--- src/rtl/xidx_bitop_sequencer_pkg.sv ---
// Shared types and helpers for the indexed bit/rotate op sequencer.
// Holds the state encoding, opcode class constants and small decode helpers.
package xidx_bitop_sequencer_pkg;

  typedef enum logic [2:0] {
    ST_IDLE,
    ST_ADDR,
    ST_RD,
    ST_EXEC,
    ST_WR
  } state_t;

  // Opcode class lives in opcode[7:6]; any class with bit 1 set is RES/SET.
  localparam logic [1:0] OPC_ROT    = 2'b00;
  localparam logic [1:0] OPC_BIT    = 2'b01;
  localparam logic [1:0] OPC_RESSET = 2'b10;

  function automatic logic is_bit_op(input logic [1:0] cls);
    return (cls == OPC_BIT);
  endfunction

  function automatic logic is_resset_op(input logic [1:0] cls);
    return ((cls & OPC_RESSET) == OPC_RESSET);
  endfunction

  function automatic logic is_low_lane_op(input logic [1:0] cls);
    return (cls == OPC_ROT) || (cls == OPC_BIT);
  endfunction

  // True when exactly one of the low n bits of v is set.
  function automatic logic onehot_ok(input logic [31:0] v, input int n);
    int cnt;
    cnt = 0;
    for (int i = 0; i < 32; i++) begin
      if ((i < n) && v[i]) cnt++;
    end
    return (cnt == 1);
  endfunction

  function automatic int beat_w(input int mem_len);
    return (mem_len > 1) ? $clog2(mem_len) : 1;
  endfunction

endpackage

--- src/rtl/xidx_beat_counter.sv ---
// Beat counter shared by the read and write memory cycles.
// Counts 0..MEM_LEN-1, then holds on the last beat until ready.
module xidx_beat_counter
  import xidx_bitop_sequencer_pkg::*;
#(
  parameter int MEM_LEN = 3,
  parameter int BEAT_W  = 2
) (
  input  logic              clk,
  input  logic              reset,
  input  logic              clear,
  input  logic              run,
  input  logic              ready,
  output logic [BEAT_W-1:0] beat,
  output logic              last,
  output logic              accept
);

  localparam logic [BEAT_W-1:0] LAST_BEAT = BEAT_W'(MEM_LEN - 1);

  assign last   = (beat == LAST_BEAT);
  assign accept = run && last && ready;

  always_ff @(posedge clk) begin
    if (reset || clear) begin
      beat <= '0;
    end else if (run) begin
      if (!last) begin
        beat <= beat + 1'b1;
      end else if (ready) begin
        beat <= '0;
      end
    end
  end

endmodule

--- src/rtl/xidx_bitop_sequencer.sv ---
// Self-timed sequencer for indexed bit/rotate/shift ops on (idx+d).
// Walks ADDR, read beats, EXEC and write beats, emitting one-cycle control strobes.
module xidx_bitop_sequencer
  import xidx_bitop_sequencer_pkg::*;
#(
  parameter  int MEM_LEN = 3,
  parameter  int N_IDX   = 2,
  localparam int STEP_W  = $clog2(2 * MEM_LEN + 3)
) (
  input  logic               clk,
  input  logic               reset,
  input  logic               start,
  input  logic [7:0]         opcode,
  input  logic [N_IDX-1:0]   idx_sel,
  input  logic               mem_ready,
  input  logic               abort,
  output logic               busy,
  output logic [STEP_W-1:0]  step,
  output logic               write_dtex,
  output logic [MEM_LEN-1:0] rd_strobe,
  output logic [MEM_LEN-1:0] wr_strobe,
  output logic               sel_ad_dtexdt,
  output logic               sel_ad_alu,
  output logic               sel_dt_dt,
  output logic               write_dt,
  output logic               alu_add,
  output logic               sel_opold_low,
  output logic [N_IDX-1:0]   sel_idx_high,
  output logic               alu_sel_dt_low,
  output logic               alu_sel_dt_high,
  output logic               enable_bit,
  output logic               done,
  output logic               set_cm1,
  output logic [N_IDX-1:0]   reset_prefix
);

  localparam int BEAT_W = beat_w(MEM_LEN);

  state_t             state, state_next;
  logic [7:0]         opc_q;
  logic [N_IDX-1:0]   idx_q;
  logic [BEAT_W-1:0]  beat;
  logic               beat_last;
  logic               beat_accept;
  logic               in_mem;
  logic               launch;
  logic [MEM_LEN-1:0] beat_onehot;
  logic [1:0]         cls;
  logic               unused_opc_bits;

  assign cls             = opc_q[7:6];
  assign unused_opc_bits = ^opc_q[5:0] ^ beat_last;
  assign in_mem          = (state == ST_RD) || (state == ST_WR);
  assign launch          = (state == ST_IDLE) && start && onehot_ok(32'(idx_sel), N_IDX);

  xidx_beat_counter #(
    .MEM_LEN(MEM_LEN),
    .BEAT_W (BEAT_W)
  ) u_beat (
    .clk   (clk),
    .reset (reset),
    .clear (abort || !in_mem),
    .run   (in_mem && !abort),
    .ready (mem_ready),
    .beat  (beat),
    .last  (beat_last),
    .accept(beat_accept)
  );

  always_ff @(posedge clk) begin
    if (reset) begin
      state <= ST_IDLE;
      opc_q <= '0;
      idx_q <= '0;
    end else begin
      state <= state_next;
      if (launch) begin
        opc_q <= opcode;
        idx_q <= idx_sel;
      end
    end
  end

  // abort wins over everything but reset, including a pending mem_ready accept.
  always_comb begin
    state_next = state;
    case (state)
      ST_IDLE: if (launch) state_next = ST_ADDR;
      ST_ADDR: state_next = abort ? ST_IDLE : ST_RD;
      ST_RD: begin
        if (abort)            state_next = ST_IDLE;
        else if (beat_accept) state_next = ST_EXEC;
      end
      ST_EXEC: begin
        if (abort || is_bit_op(cls)) state_next = ST_IDLE;
        else                         state_next = ST_WR;
      end
      ST_WR: begin
        if (abort || beat_accept) state_next = ST_IDLE;
      end
      default: state_next = ST_IDLE;
    endcase
  end

  always_comb begin
    for (int k = 0; k < MEM_LEN; k++) begin
      beat_onehot[k] = (beat == BEAT_W'(k));
    end
  end

  always_comb begin
    busy            = (state != ST_IDLE);
    step            = '0;
    write_dtex      = 1'b0;
    rd_strobe       = '0;
    wr_strobe       = '0;
    sel_ad_dtexdt   = 1'b0;
    sel_ad_alu      = 1'b0;
    sel_dt_dt       = 1'b0;
    write_dt        = 1'b0;
    alu_add         = 1'b0;
    sel_opold_low   = 1'b0;
    sel_idx_high    = '0;
    alu_sel_dt_low  = 1'b0;
    alu_sel_dt_high = 1'b0;
    enable_bit      = 1'b0;
    done            = 1'b0;
    case (state)
      ST_ADDR: begin
        step          = STEP_W'(1);
        write_dtex    = 1'b1;
        alu_add       = 1'b1;
        sel_opold_low = 1'b1;
        sel_idx_high  = idx_q;
      end
      ST_RD: begin
        step          = STEP_W'(2) + STEP_W'(beat);
        sel_ad_dtexdt = 1'b1;
        rd_strobe     = beat_onehot;
        write_dt      = beat_accept;
      end
      ST_EXEC: begin
        step            = STEP_W'(MEM_LEN + 2);
        enable_bit      = 1'b1;
        alu_sel_dt_low  = is_low_lane_op(cls);
        alu_sel_dt_high = is_resset_op(cls);
        write_dt        = !is_bit_op(cls);
        done            = is_bit_op(cls) && !abort;
      end
      ST_WR: begin
        step          = STEP_W'(MEM_LEN + 3) + STEP_W'(beat);
        sel_ad_alu    = 1'b1;
        sel_dt_dt     = 1'b1;
        alu_add       = 1'b1;
        sel_opold_low = 1'b1;
        sel_idx_high  = idx_q;
        wr_strobe     = beat_onehot;
        done          = beat_accept;
      end
      default: ;
    endcase
    set_cm1      = done;
    reset_prefix = done ? idx_q : '0;
  end

endmodule

--- config.mk ---
export PLATFORM = sky130hd
export DESIGN_NAME = xidx_bitop_sequencer
export DESIGN_NICKNAME = d
export VERILOG_FILES = /design/src/rtl/xidx_bitop_sequencer_pkg.sv /design/src/rtl/xidx_beat_counter.sv /design/src/rtl/xidx_bitop_sequencer.sv
export SDC_FILE = /design/constraint.sdc
export NUM_CORES = 1
export LEC_CHECK = 0
export ABC_AREA = 0
export CAP_MARGIN = 30
export CORE_AREA = 2 2 39 41
export CTS_BUF_LIST = sky130_fd_sc_hd__clkbuf_4
export DETAILED_ROUTE_END_ITERATION = 6
export DIE_AREA = 0 0 41 43
export DONT_BUFFER_PORTS = 1
export HOLD_SLACK_MARGIN = 0.03
export PLACE_DENSITY_LB_ADDON = 0.05
export SLEW_MARGIN = 10
export SYNTH_ARGS = -nofsm -noshare
export SYNTH_HDL_FRONTEND = slang
export SYNTH_SLANG_ARGS = --single-unit
--- constraint.sdc ---
create_clock -name clk -period 2.9 [get_ports clk]
set_input_delay 0.58 -clock clk [delete_from_list [all_inputs] [get_ports clk]]
set_output_delay 0.58 -clock clk [all_outputs]
set_load 0.01 [all_outputs]
==> metrics.txt <==
Final Non-Filler Cells 97; DR vias/cell 5.85; Yosys reg bits 9; crit share post-route 80.5%; critical path arrival 1.76 ns; most common cell after layout, fill and taps aside dfxtp_1; Die X 41 µm; hold_buf cts 0; htree depth 1; worst slew pin tran 0.460 ns; final instance area 644 µm²; chip height 43 µm; Worst slew margin 69.2%; number of I/O pins 42; RePlAce Congestion 0.665; Pwr Density 427 nW/µm²; area delta synth->final 0.980%; RSZ-0062 raised after global routing false; diode count 0; sequential share of the synthesized area 28.2%; P_leak 0.253 nW; Post-DP Area 614 µm²; Port Buf Inserts 0; YS warnings 0; num rows 14; post-layout util 46.6%; DRC Markers 0; Peak supply drop 0.000190 V; CP endpoint kind primary output; pre-CTS setup slack 0.834 ns; clock period minus worst slack 2.34 ns; Setup WS post-layout 0.564 ns; CP required 2.32 ns; commonest non-fill, non-tap cells in the layout dfxtp_1, inv_1, nor2_1; Final Hold Vio Count 0; drt first pass iters 4; vias in the first global route 499; Gate Count Post-Synth 84; drt total wl 1430 µm; status completed; post-synth net total 99; Startpoint Class flop; pin count of the biggest net entering global routing 13; DRT iter0 DRCs 8; Vias 567; core box area 1380 µm²; hold depth 1; CTS clk-pin slew, worst paths 0.06 ns; GRT Util Overall 18.8%; worst r2r path cells 4; max cap viols 0; max-slew violation count 0; clk root buf clkbuf_4; cts repair resizes 0; Inst Count DP 93; final net count 97; die area 1760 µm²; share of layout cells above drive strength 1 9.88%; Layout Skew 0.00312 ns; drt wl/cell 14.8 µm; CTS tree yes; antenna-violating nets left 0; Starting Density 46.1%; first-pass GRT wire length 2220 µm; Setup Buffers After CTS 0; worst hold path type in -> reg; TritonCTS buffer count 3; Fmax 428 MHz; Netlist Area Pre-Place 638 µm²; CTS max path bufs 2; Worst Setup Path Type reg -> out; Post-Syn Area per Cell 7.60 µm²; count of cell types in the netlist 32; worst skew pair latency 0.27 ns; initial antenna violation count 0; critical path peak fanout 11; clock sink total 9; Overflow after GRT 0; HPWL after DPL 1060 µm; setup TNS 0 ns; final setup violation count 0
-- layer usage --
metal / share of wire [%] / track usage (%) / vias to the layer above
li1: - / - / 281
met5: 0 / 0 / -
met3: 6.7 / 4.71 / 5
met2: 44 / 27.2 / 26
met4: 2.6 / 12.0 / 0
met1: 47 / 23.5 / 255
-- final timing paths --
kind	start	to	slack (ns)
min	reset	opc_q[6]$_SDFFE_PP0P_	0.37
max reg2reg	state[2]$_SDFFE_PP0P_	state[2]$_SDFFE_PP0P_	1.15
min reg2reg	idx_q[0]$_SDFFE_PP0P_	idx_q[0]$_SDFFE_PP0P_	0.48
max	state[2]$_SDFFE_PP0P_	step[0]	0.56
-- registers in the layout, indices dropped and copies added, names as in the netlist --
| signal | count |
|---|---|
| opc_q | 2 |
| state | 3 |
| u_beat.beat | 2 |
| idx_q | 2 |
-- logic make-up (layout without fill, tap and decap cells) --
family                 count (synthesis)  after routing  share of synthesized area [%]
XOR/XNOR                               5              5                           6.86
AND/OR/NAND/NOR                       39             39                           37.1
AO/OA/AOI/OAI                         16             16                           16.3
flip-flops                             9              9                           28.2
buffers and inverters                 15             12                           11.6
-- cells in the mapped netlist, drive strengths merged --
library cell | instances | area [µm²]
clkbuf | 1 | 3.75
or4 | 1 | 7.51
nor3b | 1 | 7.51
o21a | 1 | 7.51
nor4b | 1 | 8.76
a211oi | 1 | 7.51
nor3 | 5 | 35.0
o21ai | 3 | 15.0
o32a | 1 | 10.0
o31ai | 3 | 22.5
nand3b | 1 | 7.51
nand4 | 3 | 18.8
xor2 | 1 | 8.76
nor2b | 2 | 12.5
nand2 | 3 | 11.3
xnor2 | 4 | 35.0
nor4 | 1 | 6.26
dfxtp | 9 | 180
o22ai | 2 | 12.5
buf | 6 | 40.0
nor2 | 8 | 30.0
and2 | 4 | 25.0
a21oi | 4 | 20.0
nand4bb | 1 | 11.3
and3b | 1 | 8.76
or3b | 1 | 8.76
a31o | 1 | 8.76
nand2b | 5 | 31.3
or2 | 1 | 6.26
inv | 8 | 30.0
-- area by class of cell --
cell class | instances | area, µm²
flip-flops and latches | 9 | 180
well taps | 16 | 20.0
multi-input cells | 60 | 384
fillers | 156 | 739
inverters | 8 | 30.0
clock buffers | 4 | 30.0
-- through the flow --
stage | hold slack, ns | total power [mW]
global route | 0.367 | 0.287
finish | 0.373 | 0.275
floorplan | 0.443 | 0.166
detailed placement | 0.477 | 0.170
global placement | 0.463 | 0.169
CTS | 0.368 | 0.278
-- power by group --
group | internal, mW | leakage (nW) | switching (mW)
sequential | 0.129 | 0.0732 | 0.00720
combinational | 0.0138 | 0.161 | 0.0171
clock | 0.0625 | 0.0184 | 0.0457
-- worst max-delay path, cell delays in order, from the launching register on --
cell and delay [ns]:
dfxtp_1 0.55, or3b_1 0.47, inv_1 0.24, nand2_1 0.08, o21ai_0 0.15
No activity file was read; power rests on OpenSTA's default activity.
